--- config.mk ---
export PLATFORM = sky130hd
export DESIGN_NAME = crossbar_scheduler_flat
export DESIGN_NICKNAME = d
export VERILOG_FILES = /design/src/rtl/crossbar_scheduler_if.sv /design/src/rtl/crossbar_scheduler.sv /design/src/flat_wrapper.sv
export SDC_FILE = /design/constraint.sdc
export NUM_CORES = 1
export LEC_CHECK = 0
export CORE_ASPECT_RATIO = 1.4
export CORE_UTILIZATION = 45
export CTS_CLUSTER_SIZE = 16
export DETAILED_ROUTE_END_ITERATION = 12
export PLACE_DENSITY = 0.77
export SYNTH_ARGS = -nofsm -noshare
export SYNTH_HDL_FRONTEND = slang
export SYNTH_SLANG_ARGS = --single-unit
--- constraint.sdc ---
create_clock -name clock -period 3.92 [get_ports clock]
set_clock_uncertainty 0.15 [all_clocks]
set_input_delay 1.176 -clock clock [delete_from_list [all_inputs] [get_ports clock]]
set_output_delay 1.176 -clock clock [all_outputs]
set_load 0.01 [all_outputs]
--- src/rtl/crossbar_scheduler_if.sv ---
// Request/issue bundle between the batch source, the crossbar scheduler and the APE side.
`ifndef INPUT_CHANNEL
`define INPUT_CHANNEL 4
`endif
`ifndef OUTPUT_CHANNEL
`define OUTPUT_CHANNEL 4
`endif

interface crossbar_scheduler_if #(
  parameter int unsigned IN_CH  = `INPUT_CHANNEL,
  parameter int unsigned OUT_CH = `OUTPUT_CHANNEL
);
  localparam int unsigned OCW = $clog2(OUT_CH);
  localparam int unsigned BW  = $clog2(IN_CH + 1);

  logic                          req_valid;
  logic                          req_ready;
  logic [IN_CH-1:0]              req_mask;
  logic [IN_CH-1:0][OCW-1:0]     req_oc;
  logic                          issue_valid;
  logic                          issue_ready;
  logic [IN_CH-1:0]              is_index;
  logic [IN_CH-1:0][OCW-1:0]     indices_output_channel;
  logic                          batch_done;
  logic [BW-1:0]                 batch_beats;

  modport master (
    output req_valid, req_mask, req_oc, issue_ready,
    input  req_ready, issue_valid, is_index, indices_output_channel, batch_done, batch_beats
  );

  modport slave (
    input  req_valid, req_mask, req_oc, issue_ready,
    output req_ready, issue_valid, is_index, indices_output_channel, batch_done, batch_beats
  );
endinterface

--- src/rtl/crossbar_scheduler.sv ---
// Serialises one batch of input->output channel requests onto the crossbar so that
// no output channel is driven by two inputs in the same beat (lowest input index wins).
`ifndef INPUT_CHANNEL
`define INPUT_CHANNEL 4
`endif
`ifndef OUTPUT_CHANNEL
`define OUTPUT_CHANNEL 4
`endif

module crossbar_scheduler #(
  parameter int unsigned IN_CH  = `INPUT_CHANNEL,
  parameter int unsigned OUT_CH = `OUTPUT_CHANNEL
) (
  input  logic                  clock,
  input  logic                  reset,
  crossbar_scheduler_if.slave   bus
);
  localparam int unsigned OCW = $clog2(OUT_CH);
  localparam int unsigned BW  = $clog2(IN_CH + 1);

  typedef enum logic [1:0] {IDLE, ISSUE, DONE} state_t;

  state_t                    state_q, state_d;
  logic [IN_CH-1:0]          pending_q, pending_d;
  logic [IN_CH-1:0][OCW-1:0] tgt_q, tgt_d;
  logic [BW-1:0]             beats_q, beats_d;
  logic                      issue_valid_q, issue_valid_d;
  logic [IN_CH-1:0]          is_index_q, is_index_d;
  logic [IN_CH-1:0][OCW-1:0] indices_q, indices_d;
  logic                      batch_done_q, batch_done_d;
  logic [BW-1:0]             batch_beats_q, batch_beats_d;

  logic [IN_CH-1:0]          grant;
  logic                      blocked;
  logic                      adv;

  // A pending channel is granted unless a lower-indexed pending channel targets the same output.
  always_comb begin
    grant   = '0;
    blocked = 1'b0;
    for (int i = 0; i < IN_CH; i++) begin
      blocked = 1'b0;
      for (int k = 0; k < i; k++) begin
        if (pending_q[k] && (tgt_q[k] == tgt_q[i])) blocked = 1'b1;
      end
      grant[i] = pending_q[i] && !blocked;
    end
  end

  assign adv = !issue_valid_q || bus.issue_ready;

  always_ff @(posedge clock) begin
    if (reset) begin
      state_q       <= IDLE;
      pending_q     <= '0;
      tgt_q         <= '0;
      beats_q       <= '0;
      issue_valid_q <= 1'b0;
      is_index_q    <= '0;
      indices_q     <= '0;
      batch_done_q  <= 1'b0;
      batch_beats_q <= '0;
    end else begin
      state_q       <= state_d;
      pending_q     <= pending_d;
      tgt_q         <= tgt_d;
      beats_q       <= beats_d;
      issue_valid_q <= issue_valid_d;
      is_index_q    <= is_index_d;
      indices_q     <= indices_d;
      batch_done_q  <= batch_done_d;
      batch_beats_q <= batch_beats_d;
    end
  end

  always_comb begin
    state_d       = state_q;
    pending_d     = pending_q;
    tgt_d         = tgt_q;
    beats_d       = beats_q;
    issue_valid_d = issue_valid_q;
    is_index_d    = is_index_q;
    indices_d     = indices_q;
    batch_done_d  = 1'b0;
    batch_beats_d = batch_beats_q;

    case (state_q)
      IDLE: begin
        if (bus.req_valid) begin
          pending_d = bus.req_mask;
          tgt_d     = bus.req_oc;
          beats_d   = '0;
          state_d   = ISSUE;
        end
      end
      ISSUE: begin
        // Outputs only move once the current select set has been consumed.
        if (adv) begin
          if (|pending_q) begin
            is_index_d    = grant;
            for (int i = 0; i < IN_CH; i++) begin
              indices_d[i] = grant[i] ? tgt_q[i] : OCW'(0);
            end
            issue_valid_d = 1'b1;
            pending_d     = pending_q & ~grant;
            beats_d       = beats_q + BW'(1);
          end else begin
            issue_valid_d = 1'b0;
            is_index_d    = '0;
            indices_d     = '0;
            batch_done_d  = 1'b1;
            batch_beats_d = beats_q;
            state_d       = DONE;
          end
        end
      end
      DONE: begin
        state_d = IDLE;
      end
      default: begin
        state_d = IDLE;
      end
    endcase
  end

  assign bus.req_ready              = (state_q == IDLE) && !reset;
  assign bus.issue_valid            = issue_valid_q;
  assign bus.is_index               = is_index_q;
  assign bus.indices_output_channel = indices_q;
  assign bus.batch_done             = batch_done_q;
  assign bus.batch_beats            = batch_beats_q;

endmodule

--- src/flat_wrapper.sv ---
// flat-port wrapper written by rule: the top's interface ports become plain ports
module crossbar_scheduler_flat 
#(
  parameter int unsigned IN_CH  = `INPUT_CHANNEL,
  parameter int unsigned OUT_CH = `OUTPUT_CHANNEL
)
  (clock, reset, bus_req_valid, bus_req_mask, bus_req_oc, bus_issue_ready, bus_req_ready, bus_issue_valid, bus_is_index, bus_indices_output_channel, bus_batch_done, bus_batch_beats);
  crossbar_scheduler_if #(.IN_CH(IN_CH), .OUT_CH(OUT_CH)) bus_i ();
  input  logic clock;
  input  logic reset;
  input wire logic [$bits(bus_i.req_valid)-1:0] bus_req_valid;
  input wire logic [$bits(bus_i.req_mask)-1:0] bus_req_mask;
  input wire logic [$bits(bus_i.req_oc)-1:0] bus_req_oc;
  input wire logic [$bits(bus_i.issue_ready)-1:0] bus_issue_ready;
  output wire logic [$bits(bus_i.req_ready)-1:0] bus_req_ready;
  output wire logic [$bits(bus_i.issue_valid)-1:0] bus_issue_valid;
  output wire logic [$bits(bus_i.is_index)-1:0] bus_is_index;
  output wire logic [$bits(bus_i.indices_output_channel)-1:0] bus_indices_output_channel;
  output wire logic [$bits(bus_i.batch_done)-1:0] bus_batch_done;
  output wire logic [$bits(bus_i.batch_beats)-1:0] bus_batch_beats;
  assign bus_i.req_valid = bus_req_valid;
  assign bus_i.req_mask = bus_req_mask;
  assign bus_i.req_oc = bus_req_oc;
  assign bus_i.issue_ready = bus_issue_ready;
  assign bus_req_ready = bus_i.req_ready;
  assign bus_issue_valid = bus_i.issue_valid;
  assign bus_is_index = bus_i.is_index;
  assign bus_indices_output_channel = bus_i.indices_output_channel;
  assign bus_batch_done = bus_i.batch_done;
  assign bus_batch_beats = bus_i.batch_beats;
  crossbar_scheduler #(.IN_CH(IN_CH), .OUT_CH(OUT_CH)) u_core (.clock(clock), .reset(reset), .bus(bus_i));
endmodule
==> impl_metrics.sql, run 1 <==
INSERT INTO impl_metrics (metric_group, metric, value, unit) VALUES
('outcome', 'status', 'completed', ''),
('die', 'initial_utilization', '0.470', ''),
('logic_synthesis', 'synth_ff_type', 'dfxtp_1', ''),
('logic_synthesis', 'syn_avg_cell_area', '8.35', 'um^2'),
('sta', 'worst_pin_slew', '724', 'ps'),
('critical_path', 'path_max_fanout', '2', ''),
('logic_synthesis', 'syn-num-nets', '191', ''),
('detailed_routing', 'totalWireLength', '3270', 'um'),
('power', 'power.sequential.fraction', '0.496', ''),
('run', 'max_cap_viol_count', '0', ''),
('critical_path', 'startpoint', 'reset', ''),
('power', 'power_report.internal_total', '0.561', 'mW'),
('logic_synthesis', 'muxShareOfSynthArea', '0', ''),
('clocking', 'h-tree-depth', '2', ''),
('power', 'power_per_cell_area', '413', 'mW/mm^2'),
('logic_synthesis', 'synth_cells', '174', ''),
('place', 'place.detailed.hpwl', '2470', 'um'),
('clocking', 'cts-root-to-sink-buffers', '2', ''),
('clocking', 'clk_pin_slew_worst_paths', '70', 'ps'),
('clocking', 'cts-buffers-inserted', '5', ''),
('die', 'die_h', '69.2', 'um'),
('finish', 'layout-drive-gt1-share', '0.0539', ''),
('finish', 'num_antenna_cells', '0', ''),
('logic_synthesis', 'synth_top_family_by_area', 'simple AND/OR/NAND/NOR gates', ''),
('sta', 'grt_setup_unrepaired', 'false', ''),
('power', 'power_switching', '0.220', 'mW'),
('logic_synthesis', 'synth.cell_area', '0.00145', 'mm^2'),
('power', 'leakage', '0.654', 'nW'),
('detailed_routing', 'drt.antenna.violating_nets', '0', ''),
('finish', 'final_area', '0.00189', 'mm^2'),
('global_route', 'first_pass_grt_wire_length', '5500', 'um'),
('sta', 'finalCriticalPeriod', '3680', 'ps'),
('detailed_routing', 'avgViaCountPerCell', '5.35', ''),
('critical_path', 'timing.critical_path.from_type', 'input pin', ''),
('critical_path', 'r2r_start', 'u_core.pending_q[0]', ''),
('logic_synthesis', 'yosys.area.top_type_share', '0.469', ''),
('die', 'die_width', '50.0', 'um'),
('finish', 'layout.nets', '220', ''),
('clocking', 'clk_latency', '290', 'ps'),
('logic_synthesis', 'ys_warnings', '0', ''),
('place', 'placed_cell_area', '0.00180', 'mm^2'),
('clocking', 'postCtsSetupRepairBufs', '0', ''),
('place', 'port_buffers', '33', ''),
('power', 'power_frac_clock', '0.346', ''),
('clocking', 'tritoncts', 'built', ''),
('global_route', 'number_of_global_route_vias_before_repair', '1233', ''),
('finish', 'areaGrowthSynthToFinish', '30.2', '%'),
('power', 'switching_share', '0.282', ''),
('global_route', 'grt.total_usage', '0.212', ''),
('logic_synthesis', 'synth_sequential_area_ratio', '0.469', ''),
('place', 'gp_congestion', '0.860', ''),
('logic_synthesis', 'yosys.area_share.xor_xnor', '0.0724', ''),
('sta', 'fin_hold_ws', '303', 'ps'),
('clocking', 'cts_hold_buffers', '0', ''),
('sta', 'slew_headroom', '0.517', ''),
('logic_synthesis', 'cell_type_contributing_the_most_total_cell_area_after_synthesis', 'dfxtp_1', ''),
('sta', 'period_share', '0.939', ''),
('clocking', 'clock_tree.root_cell', 'clkbuf_8', ''),
('sta', 'top_achievable_clock_speed', '0.272', 'GHz'),
('power', 'ir_drop', '0.292', 'mV'),
('detailed_routing', 'drc', '0', ''),
('logic_synthesis', 'synthTopCellsByArea', 'dfxtp_1 (47%), nand2_1 (8.5%), a21oi_1 (6.5%), xnor2_1 (6.0%), nand3_1 (4.1%)', ''),
('logic_synthesis', 'synth_compound_gate_area_share', '0.161', ''),
('hold_path', 'worst_hold_path_type', 'register to register', ''),
('critical_path', 'cp.arrival', '2350', 'ps'),
('clocking', 'cts_sinks', '34', ''),
('sta', 'final-hold-violation-count', '0', ''),
('finish', 'final_cell_count_no_fill', '243', ''),
('finish', 'utilization', '0.612', ''),
('logic_synthesis', 'synth.ff_latch_count', '34', ''),
('die', 'design.die.area', '0.00346', 'mm^2');
layer usage:
layer | GRT usage | share of wire | vias to the layer above
li1 | - | - | 653
met4 | 0.127 | 0.026 | 0
met1 | 0.222 | 0.40 | 608
met3 | 0.0570 | 0.041 | 9
met5 | 0 | 0 | -
met2 | 0.363 | 0.54 | 29
per-stage QoR:
| stage | setup WS, ps | total power, mW |
|---|---|---|
| 2_1_floorplan | 971 | 0.472 |
| 3_3_place_gp | 202 | 0.512 |
| 3_5_place_dp | 217 | 0.518 |
| 4_1_cts | 212 | 0.785 |
| 5_1_grt | 173 | 0.817 |
| 6_report | 240 | 0.781 |
final timing paths:
kind	slack, ps	depth (start not counted)	end
setup reg to reg	2020	4	u_core.beats_q[2]
setup / recovery	240	3	bus_req_ready
hold / removal	300	2	u_core.bus.indices_output_channel[1]
hold reg to reg	300	2	u_core.bus.indices_output_channel[1]
power groups by stage:
stage	registers, mW	logic [mW]	clock network [mW]
final	0.387	0.123	0.271
after CTS	0.388	0.123	0.274
after global placement	0.394	0.118	0
after detailed placement	0.395	0.122	0
after global routing	0.390	0.136	0.291
after floorplan	0.384	0.0881	0
sequential cells by signal, summed over array words and instances (netlist names):
name / count
u_core.tgt_q: 8
u_core.bus.batch_done: 1
u_core.pending_q: 4
u_core.bus.batch_beats: 3
u_core.bus.is_index: 4
u_core.beats_q: 3
u_core.bus.issue_valid: 1
u_core.state_q: 2
u_core.bus.indices_output_channel: 8
worst max-delay path, cell delays in order:
cell	delay [ps]
clkdlybuf4s50_1	450
nor3_1	160
clkdlybuf4s50_1	560
synth_stat cells (2+ instances only):
cell type,instances
and2_1,2
a21oi_1,19
xnor2_1,10
nand2_1,33
nand3_1,12
a221oi_1,2
clkbuf_1,12
nor2_1,14
a211oi_1,3
nor2b_1,2
inv_1,2
dfxtp_1,34
nor3_1,4
xor2_1,2
nand2b_1,2
nand4_1,2
a32o_1,5
layout make-up:
cell class	count	area, um^2
fillers	258	1200
multi-input cells	125	714
flip-flops and latches	34	681
repair buffers	35	345
clock buffers	6	82.6
well taps	39	48.8
clock inverters	2	12.5
inverters	2	7.51
kinds of logic after synthesis:
| family | count (synthesis) |
|---|---|
| compound gates | 35 |
| flops | 34 |
| simple gates | 77 |
| buf+inv | 15 |
| xor+xnor | 12 |
| fa+ha+maj | 1 |
cell usage in the layout, fill, tap and decap left out, types with 3 or more instances in the layout:
cell type | synthesis | routed
clkdlybuf4s50_1 | 0 | 33
a21oi_1 | 19 | 19
clkbuf_8 | 0 | 6
nand3_1 | 12 | 12
a211oi_1 | 3 | 3
xnor2_1 | 10 | 10
nand2_1 | 33 | 33
nor3_1 | 4 | 4
a32o_1 | 5 | 5
nor2_1 | 14 | 14
dfxtp_1 | 34 | 34
No activity file was read; power rests on OpenSTA's default activity.
==> run 2, diff against run 1 <==
- ABC_AREA: unset -> 1
- PLACE_DENSITY: 0.77 -> 0.76
==> run 2 against run 1 <==
Net effect: non-clock buffer count decreased by 1; register-to-register slack better by 480 ps; sequential share of layout area fell by 1.9 points; die area increased by 6.6%; sequential cell count is the same; combinational power up 35%; worst setup slack gained 70 ps; via count grew 6.8%; critical path depth unchanged; sequential power is 2% higher; largest power group unchanged; cell count is 14% higher.
==> impl_metrics.sql, run 2 <==
INSERT INTO impl_metrics (metric_group, metric, value, unit) VALUES
('finish', 'seqCellArea', '681', 'um^2'),
('hold_path', 'holdCritStartpoint', 'u_core.bus.indices_output_channel[2]', ''),
('global_route', 'antenna_found_initial', '0', ''),
('logic_synthesis', 'syn-num-nets', '218', ''),
('global_route', 'grt.met2_usage', '0.329', ''),
('finish', 'areaGrowthSynthToFinish', '28.6', '%'),
('logic_synthesis', 'synth_edf_count', '0', ''),
('critical_path', 'worstRegToRegCells', '5', ''),
('critical_path', 'crit_path_end_kind', 'output pin', ''),
('die', 'ios', '34', ''),
('clocking', 'cts-root-to-sink-buffers', '2', ''),
('logic_synthesis', 'synth.cell_area', '0.00155', 'mm^2'),
('detailed_routing', 'total_via_count_after_detailed_routing', '1387', ''),
('clocking', 'postCtsResizedCells', '0', ''),
('logic_synthesis', 'ys_top_cells_by_count', 'nand2_1 (39), dfxtp_1 (34), a21oi_1 (32)', ''),
('place', 'gp_congestion', '0.892', ''),
('logic_synthesis', 'synthTopCellsByArea', 'dfxtp_1 (44%), a21oi_1 (10%), nand2_1 (9.4%), o21ai_0 (4.2%), inv_1 (4.1%)', ''),
('logic_synthesis', 'synth_ff_type', 'dfxtp_1', ''),
('place', 'place.detailed.hpwl', '2460', 'um'),
('critical_path', 'path_max_fanout', '2', ''),
('hold_path', 'worst_hold_path_type', 'register to register', ''),
('detailed_routing', 'wire_per_inst', '12.0', 'um'),
('power', 'leakage', '0.752', 'nW'),
('global_route', 'grt_util_met1', '0.254', ''),
('sta', 'top_achievable_clock_speed', '0.277', 'GHz'),
('global_route', 'first_pass_grt_wire_length', '5670', 'um'),
('finish', 'most_common_cell_after_layout_fill_and_taps_aside', 'nand2_1', ''),
('power', 'power_per_cell_area', '412', 'mW/mm^2'),
('finish', 'fillers', '300', ''),
('clocking', 'clk_latency', '280', 'ps'),
('critical_path', 'critical_path.reg2reg.endpoint', 'u_core.bus.batch_beats[1]', ''),
('sta', 'worst_pin_slew', '407', 'ps'),
('global_route', 'number_of_global_route_vias_before_repair', '1260', ''),
('outcome', 'status', 'completed', ''),
('detailed_routing', 'totalWireLength', '3300', 'um'),
('critical_path', 'timing.critical_path.from_type', 'input pin', ''),
('detailed_routing', 'first_iter_violations', '28', ''),
('die', 'design.die.area', '0.00369', 'mm^2'),
('place', 'port_buffers', '33', ''),
('clocking', 'cts_sinks', '34', ''),
('detailed_routing', 'drt.antenna.violating_nets', '0', ''),
('run', 'max_cap_viol_count', '0', ''),
('sta', 'final-hold-violation-count', '0', ''),
('sta', 'setup-tns-final', '0', 'ps'),
('logic_synthesis', 'synth_async_sr_flop_share', '0', ''),
('finish', 'multi_input_comb_area', '732', 'um^2'),
('logic_synthesis', 'synth_most_common_cell', 'nand2_1', ''),
('finish', 'final_cell_count_no_fill', '276', ''),
('place', 'dp.cells', '268', ''),
('power', 'power_report.internal_total', '0.577', 'mW'),
('critical_path', 'kind_of_critical_path', 'input pin to output pin', ''),
('sta', 'finalCriticalPeriod', '3610', 'ps'),
('finish', 'layout.cells.most_common_list', 'nand2_1 (39), dfxtp_1 (34), clkdlybuf4s50_1 (33), a21oi_1 (32), inv_1 (17)', ''),
('clocking', 'postCtsSetupRepairBufs', '0', ''),
('global_route', 'globalRoute.busiestLayer', 'met2', ''),
('sta', 'period_share', '0.921', ''),
('logic_synthesis', 'library_cells_used_by_synthesis', '27', ''),
('die', 'die_width', '51.6', 'um'),
('global_route', 'grt.total_usage', '0.208', ''),
('clocking', 'clock_tree.root_cell', 'clkbuf_8', ''),
('critical_path', 'startpoint', 'reset', ''),
('power', 'power.sequential.fraction', '0.479', ''),
('finish', 'num_antenna_cells', '0', ''),
('logic_synthesis', 'ys_warnings', '0', ''),
('power', 'power_switching', '0.245', 'mW'),
('global_route', 'grt_overflow_total', '0', ''),
('die', 'initial_utilization', '0.483', ''),
('clocking', 'tritoncts', 'built', ''),
('power', 'power_frac_clock', '0.319', ''),
('logic_synthesis', 'cell_type_contributing_the_most_total_cell_area_after_synthesis', 'dfxtp_1', ''),
('power', 'switching_share', '0.298', ''),
('global_route', 'groute.layer.met3.usage', '0.0531', ''),
('die', 'std_cell_core_area', '0.00321', 'mm^2'),
('critical_path', 'cp.arrival', '2280', 'ps'),
('finish', 'layout.nets', '253', ''),
('power', 'power.combinational.fraction', '0.202', ''),
('global_route', 'grt_start_max_net_pins', '18', ''),
('sta', 'slew_headroom', '0.728', ''),
('detailed_routing', 'first_pass_iters', '4', ''),
('clocking', 'clk_pin_slew_worst_paths', '70', 'ps'),
('logic_synthesis', 'synth_sequential_area_ratio', '0.439', ''),
('die', 'fp-row-count', '24', ''),
('sta', 'final_max_slew_viol_count', '0', ''),
('sta', 'grt_setup_unrepaired', 'false', ''),
('die', 'die_h', '71.5', 'um'),
('clocking', 'h-tree-depth', '2', ''),
('critical_path', 'worst_setup_path_endpoint', 'bus_req_ready', ''),
('sta', 'setup_violations', '0', ''),
('finish', 'layout-drive-gt1-share', '0.135', ''),
('clocking', 'cts-buffers-inserted', '5', ''),
('critical_path', 'r2r_start', 'u_core.state_q[0]', ''),
('clocking', 'cts_hold_buffers', '0', ''),
('power', 'ir_drop', '0.294', 'mV'),
('detailed_routing', 'drc', '0', ''),
('critical_path', 'cp.required', '2590', 'ps'),
('logic_synthesis', 'synth.ff_latch_count', '34', ''),
('logic_synthesis', 'yosys.area.top_type_share', '0.439', ''),
('detailed_routing', 'avgViaCountPerCell', '5.03', ''),
('critical_path', 'reg2reg_setup_slack', '2500', 'ps'),
('logic_synthesis', 'syn_avg_cell_area', '7.72', 'um^2'),
('logic_synthesis', 'synth_cells', '201', '');
## run 2: cell types whose count changed after synthesis, moves of 6 or more
cell | before | now
clkbuf_1 | 12 | 1
o21ai_0 | 1 | 13
xnor2_1 | 10 | 4
inv_2 | 0 | 8
nor2_1 | 14 | 8
a21oi_1 | 19 | 32
nand2_1 | 33 | 39
inv_1 | 2 | 17
## run 2: power groups by stage
stage / combinational [mW] / clock (mW) / sequential, mW
finish: 0.166 / 0.262 / 0.394
global route: 0.187 / 0.280 / 0.397
CTS: 0.167 / 0.268 / 0.393
detailed placement: 0.166 / 0 / 0.401
global placement: 0.163 / 0 / 0.400
floorplan: 0.120 / 0 / 0.396
## run 2: routing by layer
layer	share of wire	routed length, um	vias up
met5	0	0	-
met4	0.029	95	0
met3	0.038	127	8
met2	0.50	1640	34
met1	0.44	1440	620
li1	-	-	725
## run 2: final cells by class
cell class / count / share of cell area
repair buffers: 34 / 0.169
multi-input cells: 134 / 0.367
clock buffers: 7 / 0.0433
well taps: 39 / 0.0245
inverters: 27 / 0.0527
clock inverters: 1 / 0.00251
flip-flops and latches: 34 / 0.341
## run 2: through the flow
step | area, um^2 | hold slack (ps) | total power [mW] | util | setup WS, ps
after floorplan | 1550 | 302 | 0.516 | - | 879
after global placement | 1900 | 300 | 0.563 | 0.593 | 286
after detailed placement | 1900 | 306 | 0.567 | 0.593 | 299
after CTS | 2000 | 316 | 0.829 | 0.621 | 294
after global routing | 2000 | 330 | 0.864 | 0.621 | 249
final | 2000 | 313 | 0.822 | 0.621 | 309
## run 2: logic make-up after synthesis
group,synth area share
AO/OA/AOI/OAI,0.184
flip-flops,0.439
XOR/XNOR,0.0339
adder cells (fa/ha/maj),0.00806
AND/OR/NAND/NOR,0.246
buffers and inverters,0.0895
## run 2: how the worst min path moves through the flow
stage / cells past startpoint / endpoint / slack [ps]
2_1_floorplan: 2 / u_core.bus.batch_beats[1] / 300
3_3_place_gp: 2 / u_core.bus.is_index[0] / 300
3_5_place_dp: 2 / u_core.bus.indices_output_channel[7] / 310
4_1_cts: 2 / u_core.bus.indices_output_channel[7] / 320
5_1_grt: 2 / u_core.bus.indices_output_channel[1] / 330
6_report: 2 / u_core.bus.indices_output_channel[2] / 310
## run 2: critical path: stages
cell             delay (ps)
clkdlybuf4s50_1         460
nor2_1                  120
clkdlybuf4s50_1         540
